$ cat src/rtl/crc_pkg.sv
// Shared constants and types for the CRC AHB-Lite feeder: CRC IP register
// offsets, AHB encodings and the feeder FSM state type.
package crc_pkg;

   // CRC IP register map, relative to the IP base address
   localparam logic [31:0] CRC_DR_OFS   = 32'h0000_0000;
   localparam logic [31:0] CRC_CR_OFS   = 32'h0000_0008;
   // CR value that reloads INIT into the CRC chain (bit 0 = RESET)
   localparam logic [31:0] CRC_CR_RESET = 32'h0000_0001;

   // AHB-Lite encodings used by the feeder
   localparam logic [1:0] HTRANS_IDLE   = 2'b00;
   localparam logic [1:0] HTRANS_NONSEQ = 2'b10;
   localparam logic [2:0] HSIZE_WORD    = 3'b010;

   // Feeder job sequencer states
   typedef enum logic [2:0] {
      ST_IDLE = 3'd0,
      ST_CR_A = 3'd1,
      ST_WR_A = 3'd2,
      ST_RD_A = 3'd3,
      ST_RD_D = 3'd4,
      ST_FIN  = 3'd5
   } feed_state_e;

endpackage

$ cat src/rtl/crc_ahb_feeder.sv
// AHB-Lite master that resets the CRC IP, streams N source words into its
// data register with pipelined single writes, then reads the result back.
//
// Source handshake (valid/ready): s_valid may rise at any time and, once
// high, must stay high with s_data stable until a cycle where s_ready is also
// high; that cycle transfers exactly one word. s_ready never depends on
// s_valid. The DR write address phase for a word is accepted on the bus in
// the same cycle the word transfers, so a held s_valid keeps the address
// phase stable across HREADY wait states.
module crc_ahb_feeder
   import crc_pkg::*;
#(
   parameter int CNT_W = 16
) (
   input  logic              HCLK,
   input  logic              HRESET,
   input  logic              start,
   input  logic [31:0]       crc_base,
   input  logic [CNT_W-1:0]  word_cnt,
   input  logic              s_valid,
   input  logic [31:0]       s_data,
   output logic              s_ready,
   output logic              busy,
   output logic              done,
   output logic              err,
   output logic [31:0]       crc_value,
   output logic [31:0]       HADDR,
   output logic [1:0]        HTRANS,
   output logic              HWRITE,
   output logic [2:0]        HSIZE,
   output logic [31:0]       HWDATA,
   input  logic [31:0]       HRDATA,
   input  logic              HREADY,
   input  logic              HRESP,
   output feed_state_e       dbg_state
);

   feed_state_e       state_q, state_d;
   logic [31:0]       base_q;
   logic [CNT_W-1:0]  rem_q;
   logic [31:0]       hwdata_q, wdata_nxt;
   logic              pending_q;
   logic              busy_q, done_q, err_q;
   logic [31:0]       crc_q;

   logic [1:0]        htrans_c;
   logic [31:0]       haddr_c;
   logic              hwrite_c;
   logic              s_rdy_c;
   logic              addr_accept;
   logic              word_take;
   logic              err_hit;
   logic              start_ok;

   // First cycle of a two-cycle ERROR response on the outstanding data phase
   assign err_hit  = pending_q & HRESP & ~HREADY;
   assign start_ok = (state_q == ST_IDLE) & start;

   // Next-state, address-phase drive and source handshake
   always_comb begin
      state_d     = state_q;
      htrans_c    = HTRANS_IDLE;
      haddr_c     = '0;
      hwrite_c    = 1'b0;
      s_rdy_c     = 1'b0;
      addr_accept = 1'b0;
      word_take   = 1'b0;
      wdata_nxt   = hwdata_q;
      case (state_q)
         ST_IDLE: begin
            if (start) state_d = ST_CR_A;
         end
         ST_CR_A: begin
            htrans_c = HTRANS_NONSEQ;
            haddr_c  = base_q + CRC_CR_OFS;
            hwrite_c = 1'b1;
            if (HREADY) begin
               addr_accept = 1'b1;
               wdata_nxt   = CRC_CR_RESET;
               state_d     = (rem_q == '0) ? ST_RD_A : ST_WR_A;
            end
         end
         ST_WR_A: begin
            haddr_c  = base_q + CRC_DR_OFS;
            hwrite_c = 1'b1;
            s_rdy_c  = (rem_q != '0) & HREADY;
            // no word available: bus stays IDLE until the source catches up
            if (s_valid && (rem_q != '0)) htrans_c = HTRANS_NONSEQ;
            if (s_valid && s_rdy_c) begin
               addr_accept = 1'b1;
               word_take   = 1'b1;
               wdata_nxt   = s_data;
               if (rem_q == CNT_W'(1)) state_d = ST_RD_A;
            end
         end
         ST_RD_A: begin
            htrans_c = HTRANS_NONSEQ;
            haddr_c  = base_q + CRC_DR_OFS;
            if (HREADY) begin
               addr_accept = 1'b1;
               state_d     = ST_RD_D;
            end
         end
         ST_RD_D: begin
            haddr_c = base_q + CRC_DR_OFS;
            if (HREADY) state_d = ST_FIN;
         end
         ST_FIN: begin
            state_d = ST_IDLE;
         end
         default: begin
            state_d = ST_IDLE;
         end
      endcase
      // An error abandons the job; FIN drives IDLE in the second error cycle,
      // which cancels whatever address phase was being held.
      if (err_hit) state_d = ST_FIN;
   end

   // FSM state register
   always_ff @(posedge HCLK or posedge HRESET) begin
      if (HRESET) state_q <= ST_IDLE;
      else        state_q <= state_d;
   end

   // Job context, data-phase tracking and status registers
   always_ff @(posedge HCLK or posedge HRESET) begin
      if (HRESET) begin
         base_q    <= '0;
         rem_q     <= '0;
         hwdata_q  <= '0;
         pending_q <= 1'b0;
         busy_q    <= 1'b0;
         done_q    <= 1'b0;
         err_q     <= 1'b0;
         crc_q     <= '0;
      end else begin
         if (start_ok) begin
            base_q <= crc_base & ~32'h3;
            rem_q  <= word_cnt;
            err_q  <= 1'b0;
         end else if (word_take) begin
            rem_q <= rem_q - CNT_W'(1);
         end
         // write data follows its address phase by one accepted cycle
         if (addr_accept) hwdata_q <= wdata_nxt;
         if (err_hit)          pending_q <= 1'b0;
         else if (addr_accept) pending_q <= 1'b1;
         else if (HREADY)      pending_q <= 1'b0;
         if (err_hit) err_q <= 1'b1;
         if ((state_q == ST_RD_D) && HREADY && !HRESP) crc_q <= HRDATA;
         busy_q <= (state_d != ST_IDLE);
         done_q <= (state_d == ST_FIN);
      end
   end

   assign s_ready   = s_rdy_c;
   assign busy      = busy_q;
   assign done      = done_q;
   assign err       = err_q;
   assign crc_value = crc_q;
   assign HADDR     = haddr_c;
   assign HTRANS    = htrans_c;
   assign HWRITE    = hwrite_c;
   assign HSIZE     = HSIZE_WORD;
   assign HWDATA    = hwdata_q;
   assign dbg_state = state_q;

endmodule
$ cat config.mk
export PLATFORM = sky130hd
export DESIGN_NAME = crc_ahb_feeder
export DESIGN_NICKNAME = d
export VERILOG_FILES = /design/src/rtl/crc_pkg.sv /design/src/rtl/crc_ahb_feeder.sv
export SDC_FILE = /design/constraint.sdc
export NUM_CORES = 1
export LEC_CHECK = 0
export CAP_MARGIN = 20
export CELL_PAD_IN_SITES_DETAIL_PLACEMENT = 1
export CELL_PAD_IN_SITES_GLOBAL_PLACEMENT = 1
export CORE_MARGIN = 4
export CORE_UTILIZATION = 33
export DETAILED_ROUTE_END_ITERATION = 16
export PLACE_DENSITY = 0.79
export SLEW_MARGIN = 10
export SYNTH_ARGS = -nofsm -noshare
export SYNTH_HDL_FRONTEND = slang
export SYNTH_SLANG_ARGS = --single-unit
export TNS_END_PERCENT = 30
$ cat constraint.sdc
create_clock -name HCLK -period 5.1 [get_ports HCLK]
set_clock_uncertainty 0.2 [all_clocks]
set_input_delay 1.02 -clock HCLK [delete_from_list [all_inputs] [get_ports HCLK]]
set_output_delay 1.02 -clock HCLK [all_outputs]
set_load 0.02 [all_outputs]
Yosys cells after proc, flatten, opt, wreduce, memory -nomap -nowiden
Cells that the tools add are included.
{"block": "word_totals", "ff_bits": 117, "latch_bits": 0, "ram_bits": 0, "romBits": 0, "output_inout_bits": 109, "word_cells": 69, "memories": 0}
{"block": "classes", "n_addsub": 2, "mul": 0, "n_div": 0, "n_lt_le_gt_ge": 0, "n_eq_ne": 8, "shifts": 0, "n_mux": 28, "n_bitwise": 5, "reduce_logical": 17}
{"operator": "case mux 32 bit (2 select lines)", "n": 2}
{"operator": "2-to-1 mux 32 bit", "n": 2}
{"operator": "adder 32 x 4 -> 32 bit (second input constant)", "n": 1}
{"operator": "2-to-1 mux 16 bit", "n": 2}
{"operator": "2-to-1 mux 3 bit", "n": 7}
{"operator": "== test 16 x 1 -> 1 bit (second input constant)", "n": 1}
{"operator": "zero test 16 bit", "n": 1}
{"operator": "nonzero test 16 bit", "n": 1}
{"operator": "subtractor 16 x 1 -> 16 bit (second input constant)", "n": 1}
{"operator": "case mux 3 bit (5 select lines)", "n": 1}
{"operator": "2-to-1 mux 1 bit", "n": 11}
{"operator": "== test 3 x 2 -> 1 bit (second input constant)", "n": 2}
{"operator": "== test 3 bit (second input constant)", "n": 2}
{"operator": "nonzero test 2 bit", "n": 3}
{"operator": "nonzero test 3 bit", "n": 2}
{"operator": "AND 1 bit", "n": 4}
{"operator": "logical AND 1 bit", "n": 4}
{"operator": "!= test 2 bit (second input constant)", "n": 2}
{"operator": "case mux 2 bit (2 select lines)", "n": 1}
{"operator": "AND reduction 4 bit", "n": 1}
{"operator": "OR reduction 2 bit", "n": 2}
{"operator": "== test 3 x 1 -> 1 bit (second input constant)", "n": 1}
{"operator": "zero test 3 bit", "n": 1}
{"operator": "OR reduction 3 bit", "n": 1}
{"operator": "4 further kinds", "n": 4}

Logic depth before layout (Yosys ltp)
Gate-level depths: netlist of the first run.
{"block": "depth", "word_depth": 7, "depth_mapped": 9, "ltp_nobuf": 7}

Least setup slack after synthesis of the first run
No wires, ideal clock.
{"block": "synth_path", "kind": "reg-to-output", "startpoint": "register state_q[0], in the netlist dbg_state[0]", "endpoint": "output port HADDR[26]", "t_arrival_ns": 2.071, "slack_ns": 1.809, "stages_incl_launch_ff": 5, "path_buffers": 2, "path_cell_list": "dfrtp_1 clkbuf_1 nand2_1 clkbuf_1 o41ai_1"}
{"block": "synth_via", "elab_chain_cells": 3, "elab_cells_between_ends": 6, "cone_classes": "4 x eq/ne; 1 x mux; 1 x reduce/logical"}
{"element": "from (decl)", "line": "crc_ahb_feeder.sv:38", "rtl": "feed_state_e state_q, state_d;"}
{"element": "from (signal assigned)", "line": "crc_ahb_feeder.sv:123", "rtl": "else state_q <= state_d;"}
{"element": "== test 3 bit or == test 3 x 2 -> 1 bit (tied branches)", "line": "crc_ahb_feeder.sv:69", "rtl": "case (state_q)"}
{"element": "OR reduction 3 bit (no source line)"}
{"element": "case mux 32 bit (2 select lines) (*)", "line": "crc_ahb_feeder.sv:69"}
{"element": "to (decl)", "line": "crc_ahb_feeder.sv:27", "rtl": "output logic [31:0] HADDR,"}
Mark *: on every way between the ends. The rest lies on a longest branch, timed or not.

Worst setup path in the final report of the first run
{"block": "layout_path", "startpoint": "register state_q[1], in the netlist dbg_state[1]", "endpoint": "output port HADDR[7]"}
Same word-level chain as after synthesis.

==> summary.txt, run 1 <==
Outcome
  – Outcome: finished, final reports clean

Timing
  – Max-slew headroom: 28.25%
  – Final hold slack: 0.2781 ns
  – Pin slew with the least headroom to its limit: roughly 1.1 ns
  – Tmin final: between 4 and 5 ns
  – Final period utilization: between 80% and 90%
  – Achievable frequency: 220.1 MHz
  – Hold Vio Cnt, Final: 0
  – RSZ-0062 raised after global routing: no
  – Final setup margin: 0.5575 ns
  – Setup violators final: 0
  – Setup_tns: 0 ns
  – Pins Over Slew Limit: 0

Die
  – Die X: 145.6 um
  – IO Count: 227
  – Initial cell density of the core: between 30% and 40%
  – Core Rows: 50
  – Die Span Y: approximately 150 um
  – Die area: 21180 sq um
  – Core ar.: 18640 sq um

Global route
  – Pin count of the biggest net entering global routing: slightly above 80
  – Global-route track usage on met1: 21.50%
  – Gr ovfl total: 0
  – Top Usage Layer GRT: met2
  – Met2 Usage GRT: 31.41%
  – Initial antenna violation count: 0
  – First-pass GRT wire length: 31.82 mm
  – Vias in the first global route: just under 6k
  – Global routing usage on met3: slightly below 8%
  – Global Route Usage Sum: between 10% and 20%

Synthesis
  – Cell area after synthesis: between 6000 and 7000 sq um
  – Mean post-synth cell area: 9.417 sq um
  – Post-synth top flop: dfrtp_1
  – Sequential-to-total area share from yosys stat: 46.89%
  – Leading area contributor after synthesis: dfrtp_1
  – Top cells by area, synth: dfrtp_1 47%, nand2_1 9.0%, mux2_1 5.4%
  – Ys Warns: 0
  – Top-area cell type share of the netlist area: 46.89%
  – Flops & latches, synth: 117
  – Post-Synthesis Cells: 663
  – Async set-reset flop share out of synthesis: 100.0%
  – Post-synth EDFFs: 0
  – Synth cell types: 71

Route
  – Via-to-Cell Ratio: 4.995
  – Detailed-route via count: between 5k and 6k
  – DR iter-0 viols: 230
  – WL final: ~20 mm
  – DR pass1 iterations: 4
  – DRT antenna net count: 0
  – Residual DRC: 0
  – Drt wl/cell: approximately 18 um

Clock tree
  – Post-CTS resize count: 0
  – Hold_buf cts: 0
  – Total CTS buffers: 17
  – H-tree Lvls: 4
  – Clk buf depth: 2
  – Clock slew at reported path FFs: 0.06 ns
  – CTS root buf: clkbuf_16
  – Worst-skew pair later-pin latency: 0.42 ns
  – CTS tree: built
  – Buffer count from post-CTS setup fixing: 0
  – Clk sink count: between 100 and 150

Power and ir drop
  – Maximum vdd drop: between 0.0002 and 0.0003 V
  – Power Total: 0.005802 W
  – Power Dens Cells: 636.1 nW/um^2
  – LEAKAGE: 3.928 nW

Worst setup path
  – Critical path class: reg -> out
  – Largest stage delay on the critical path: ~0.87 ns
  – Crit end category: primary output
  – Worst EP required: between 3 and 4 ns
  – Slowest CP cell: and2_0
  – CP cell instances: nor2_1, and2_0, buf_4, nand4_1, o21ai_0, clkdlybuf4s50_1
  – Arrival time at the worst endpoint: 3.32 ns
  – Startpoint types: flop
  – Worst-path fanout max: 19

Job
  – Max_cap viols: 0

Placement
  – Final Wtd Congestion: 0.7893
  – Dpl ws: between 1 and 1.5 ns
  – Detail Placement HPWL: between 10 and 15 mm
  – Inst Count DP: 1079
  – Port bufs: 218

Finish
  – Syn-to-layout area delta: 46.09%
  – Share of layout cells above drive strength 1: 7.289%
  – ANT cells: 0
  – Final nets: between 900 and 1k
  – Fin cells: 1112
  – Fillers: 2088

Worst hold path
  – HP Class: reg -> reg
synthesized netlist by cell type, drive strengths merged, types with 2 or more instances:
cell type / count
xor2: 8
ha: 3
xnor2: 7
nand3b: 2
and3: 7
or3: 5
a31oi: 10
conb: 2
o22ai: 3
nand4: 13
nor3b: 2
a21oi: 15
o311ai: 2
a211oi: 2
nor4: 7
inv: 42
buf: 23
nand3: 21
mux2: 32
nor3: 13
o31ai: 4
or2: 3
dfrtp: 117
o211ai: 5
and4: 5
nor4b: 2
clkbuf: 25
nand2: 149
and2: 6
mux2i: 32
nor2: 18
o21ai: 54
nand2b: 4
cell usage in the layout (no fill, tap or decap), types with 6 or more instances in the layout:
master,instances
nand3_1,19
nand2_1,149
o21ai_1,24
mux2i_1,32
inv_1,41
xnor2_1,7
mux2_1,30
and3_1,7
conb_1,6
clkbuf_16,17
nor2_1,15
clkdlybuf4s50_1,218
buf_4,8
o21ai_0,29
dfrtp_1,117
a21oi_1,15
nand4_1,13
a31oi_1,10
xor2_1,8
nor3_1,10
final timing paths:
path                              start      endpoint  slack [ns]  cells after the start
max reg2reg                    rem_q[0]    HWDATA[24]        2.34                      7
max                        dbg_state[1]      HADDR[7]        0.56                      6
max in group asynchronous        HRESET      rem_q[0]        3.01                      4
min reg2reg                         err           err        0.28                      1
min in group asynchronous        HRESET  crc_value[0]        0.73                      2
min                                 err           err        0.28                      1
power by group:
part / internal (W) / total [W] / switching [W]
Clock: 0.000681 / 0.00116 / 0.000478
Combinational: 0.00128 / 0.00287 / 0.00159
Sequential: 0.00135 / 0.00177 / 0.000422
Total: 0.00331 / 0.00580 / 0.00249
layout make-up:
| class | count | area, sq um | share of cell area (%) |
|---|---|---|---|
| sequential | 117 | 2928 | 32.10 |
| multi-input combinational | 460 | 2900 | 31.80 |
| timing repair buffer | 227 | 2270 | 24.88 |
| clock buffer | 17 | 425.4 | 4.664 |
| tap | 234 | 292.8 | 3.210 |
| inverter | 42 | 160.2 | 1.756 |
| clock inverter | 15 | 145.1 | 1.591 |
worst max-delay path: cells and delay by family, from the launching register on:
kind | cells | cell delay (ns)
simple gates | 3 | 1.22
flops | 1 | 0.55
compound gates | 1 | 0.17
buf+inv | 2 | 0.97
layer usage:
metal / up-vias / wire (um)
met2: 173 / 9640
li1: 2662 / -
met5: - / 0
met1: 2688 / 8204
met4: 0 / 463
met3: 31 / 1677
sequential cells by signal (all words and copies together), names as in the netlist:
signal	flops
dbg_state	3
base_q	30
rem_q	16
err	1
pending_q	1
done	1
HWDATA	32
crc_value	32
busy	1
cell families (layout without fill, tap and decap cells):
| logic type | after synthesis | after routing | synth area share, % |
|---|---|---|---|
| other | 2 | 6 | 0.1203 |
| flip-flops | 117 | 117 | 46.89 |
| buffers and inverters | 90 | 301 | 7.054 |
| adder cells (fa/ha/maj) | 3 | 3 | 0.6013 |
| AO/OA/AOI/OAI | 110 | 110 | 11.00 |
| AND/OR/NAND/NOR | 262 | 262 | 21.32 |
| multiplexers | 64 | 64 | 10.90 |
| XOR/XNOR | 15 | 15 | 2.104 |
stage by stage:
stage               util (%)  cell area, sq um
global placement       45.72              8523
detailed placement     45.72              8523
finish                 48.93              9121
global route           48.93              9121
CTS                    48.78              9094
floorplan                  -              6259
No activity file was read; power rests on OpenSTA's default activity.
==> run 2: changes to the inputs <==
--- a/config.mk
+++ b/config.mk
@@ -10,8 +10,9 @@
 export CELL_PAD_IN_SITES_GLOBAL_PLACEMENT = 1
 export CORE_MARGIN = 4
 export CORE_UTILIZATION = 33
+export CTS_CLUSTER_SIZE = 8
 export DETAILED_ROUTE_END_ITERATION = 16
-export PLACE_DENSITY = 0.79
+export PLACE_DENSITY_LB_ADDON = 0.1
 export SLEW_MARGIN = 10
 export SYNTH_ARGS = -nofsm -noshare
 export SYNTH_HDL_FRONTEND = slang
==> summary.txt, run 2 (synthesis gave the netlist of run 1 again) <==
Power and ir drop
  – LEAKAGE: 3.953 nW (+0.64%)
  – Power Total: 0.005896 W (+1.6%)
  – Power Dens Cells: 643.0 nW/um^2 (+1.1%)
  – Maximum vdd drop: 0.0002794 V (+3.8%)

Global route
  – Vias in the first global route: 6245 (+5.2%)
  – Pin count of the biggest net entering global routing: 79 (-4.8%)
  – First-pass GRT wire length: 33.36 mm (+4.9%)
  – Global Route Usage Sum: 19.40% (+0.78 points)
  – Initial antenna violation count: 2 (+2)
  – Gr ovfl total: 0 (unchanged)

Clock tree
  – Clock slew at reported path FFs: 0.06 ns (about the same)
  – CTS root buf: clkbuf_16
  – Post-CTS resize count: 0 (unchanged)
  – Total CTS buffers: 17 (unchanged)
  – Clk buf depth: 2 (unchanged)
  – CTS tree: built
  – H-tree Lvls: 4 (unchanged)
  – Buffer count from post-CTS setup fixing: 0 (unchanged)
  – Hold_buf cts: 0 (unchanged)
  – Worst-skew pair later-pin latency: 0.41 ns (about the same)
  – Clk sink count: 117 (unchanged)

Timing
  – Max-slew headroom: 48.27% (+20 points)
  – Setup violators final: 0 (unchanged)
  – Pins Over Slew Limit: 0 (unchanged)
  – RSZ-0062 raised after global routing: no
  – Hold Vio Cnt, Final: 0 (unchanged)
  – Achievable frequency: 238.3 MHz (+8.3%)
  – Final period utilization: 82.27% (-6.8 points)
  – Setup_tns: 0 ns (unchanged)
  – Pin slew with the least headroom to its limit: 0.7696 ns (-0.3060 ns)
  – Tmin final: 4.196 ns (-0.3469 ns)

Job
  – Max_cap viols: 0 (unchanged)

Worst setup path
  – Worst-path fanout max: 10 (-9)
  – CP delay by family, top: simple AND/OR/NAND/NOR gates
  – Largest stage delay on the critical path: 0.64 ns (-0.23 ns)
  – Worst EP required: 3.88 ns (about the same)
  – CP Depth: 6 (unchanged)
  – CP Buf/Inv Count: 1 (-1)
  – Arrival time at the worst endpoint: 2.98 ns (-0.34 ns)
  – Slowest CP cell: clkdlybuf4s50_1
  – CP cell instances: and4_1, nand4_1, nor4_1, a21oi_1, a31oi_1, clkdlybuf4s50_1
  – Startpoint types: flop
  – Critical path class: reg -> out
  – Worst r2r path cells: 7 (unchanged)
  – Crit end category: primary output

Placement
  – Final Wtd Congestion: 0.7885 (-0.10%)
  – Detail Placement HPWL: 14.70 mm (+2.2%)
  – Port bufs: 218 (unchanged)

Finish
  – Commonest non-fill, non-tap cell in the layout: clkdlybuf4s50_1
  – ANT cells: 0 (unchanged)
  – Share of layout cells above drive strength 1: 7.500% (+0.21 points)
  – Syn-to-layout area delta: 46.87%
  – Most frequent cells in the layout: 218 x clkdlybuf4s50_1, 149 x nand2_1, 117 x dfrtp_1, 41 x inv_1, 32 x mux2i_1
  – Final nets: 988 (+0.20%)

Die
  – Core ar.: 18640 sq um (unchanged)
  – IO Count: 227 (unchanged)
  – Core Rows: 50 (unchanged)
  – Die Span Y: 145.6 um (unchanged)
  – Die area: 21180 sq um (unchanged)
  – Die X: 145.6 um (unchanged)
  – Initial cell density of the core: 33.49% (unchanged)

Route
  – DRT antenna net count: 0 (unchanged)
  – DR iter-0 viols: 130 (-43%)
  – DR pass1 iterations: 4 (unchanged)
  – Detailed-route via count: 5587 (+0.59%)
  – WL final: 20.10 mm (+0.57%)
  – Via-to-Cell Ratio: 5.015 (+0.41%)
  – Drt wl/cell: 18.04 um (+0.38%)
  – Residual DRC: 0 (unchanged)

Worst hold path
  – HP Class: reg -> reg
  – Hold Crit Depth: 2 (+1)

Outcome
  – Outcome: finished, final reports clean
[run 2: cell count changes in the layout (fill, tap and decap cells not counted), sizes merged]
cell | before | now
clkinv | 6 | 0
inv | 48 | 53
buf | 9 | 11
bufinv | 1 | 2
[run 2: worst paths after layout]
check                      startpoint            end  slack [ns]
max                         base_q[5]      HADDR[27]        0.90
max in group asynchronous      HRESET      base_q[6]        2.99
min                         base_q[2]      base_q[2]        0.28
max reg2reg                  rem_q[0]      HWDATA[1]        2.32
min reg2reg                 base_q[2]      base_q[2]        0.28
min in group asynchronous      HRESET  crc_value[21]        0.70
[run 2: final cells by class]
type                    count  area (sq um)
flip-flops and latches    117          2928
clock inverters            15         178.9
fillers                  2093          9473
inverters                  42         160.2
well taps                 234         292.8
clock buffers              17         425.4
multi-input cells         460          2900
repair buffers            229          2285
[run 2: worst min-delay path: cells and delay by family, from the launching register on]
family	cells	cell delay, ns
flops	1	0.34
simple gates	2	0.11
[run 2: routing by layer]
| layer | vias up | global-route usage, % | share of wire, % |
|---|---|---|---|
| met5 | - | 0 | 0.10 |
| met4 | 4 | 4.416 | 1.2 |
| met3 | 23 | 9.561 | 9.6 |
| met2 | 154 | 32.67 | 49 |
| met1 | 2738 | 22.36 | 40 |
| li1 | 2668 | - | - |
[run 2: per-stage QoR]
step	cell area (sq um)	hold WS [ns]	utilization, %	instances	setup slack, ns
floorplan	6259	0.2394	-	667	0.7792
global placement	8538	0.2554	45.80	1081	1.148
detailed placement	8538	0.2728	45.80	1081	1.155
CTS	9143	0.2887	49.04	1113	0.9104
global route	9170	0.3159	49.19	1114	0.6355
finish	9170	0.2795	49.19	1114	0.9044
[run 2: report_power, final]
part           internal, W  switching [W]  total (W)
Sequential         0.00135       0.000425    0.00177
Clock             0.000742       0.000505    0.00125
Combinational      0.00129        0.00158    0.00288
Total              0.00338        0.00251    0.00590
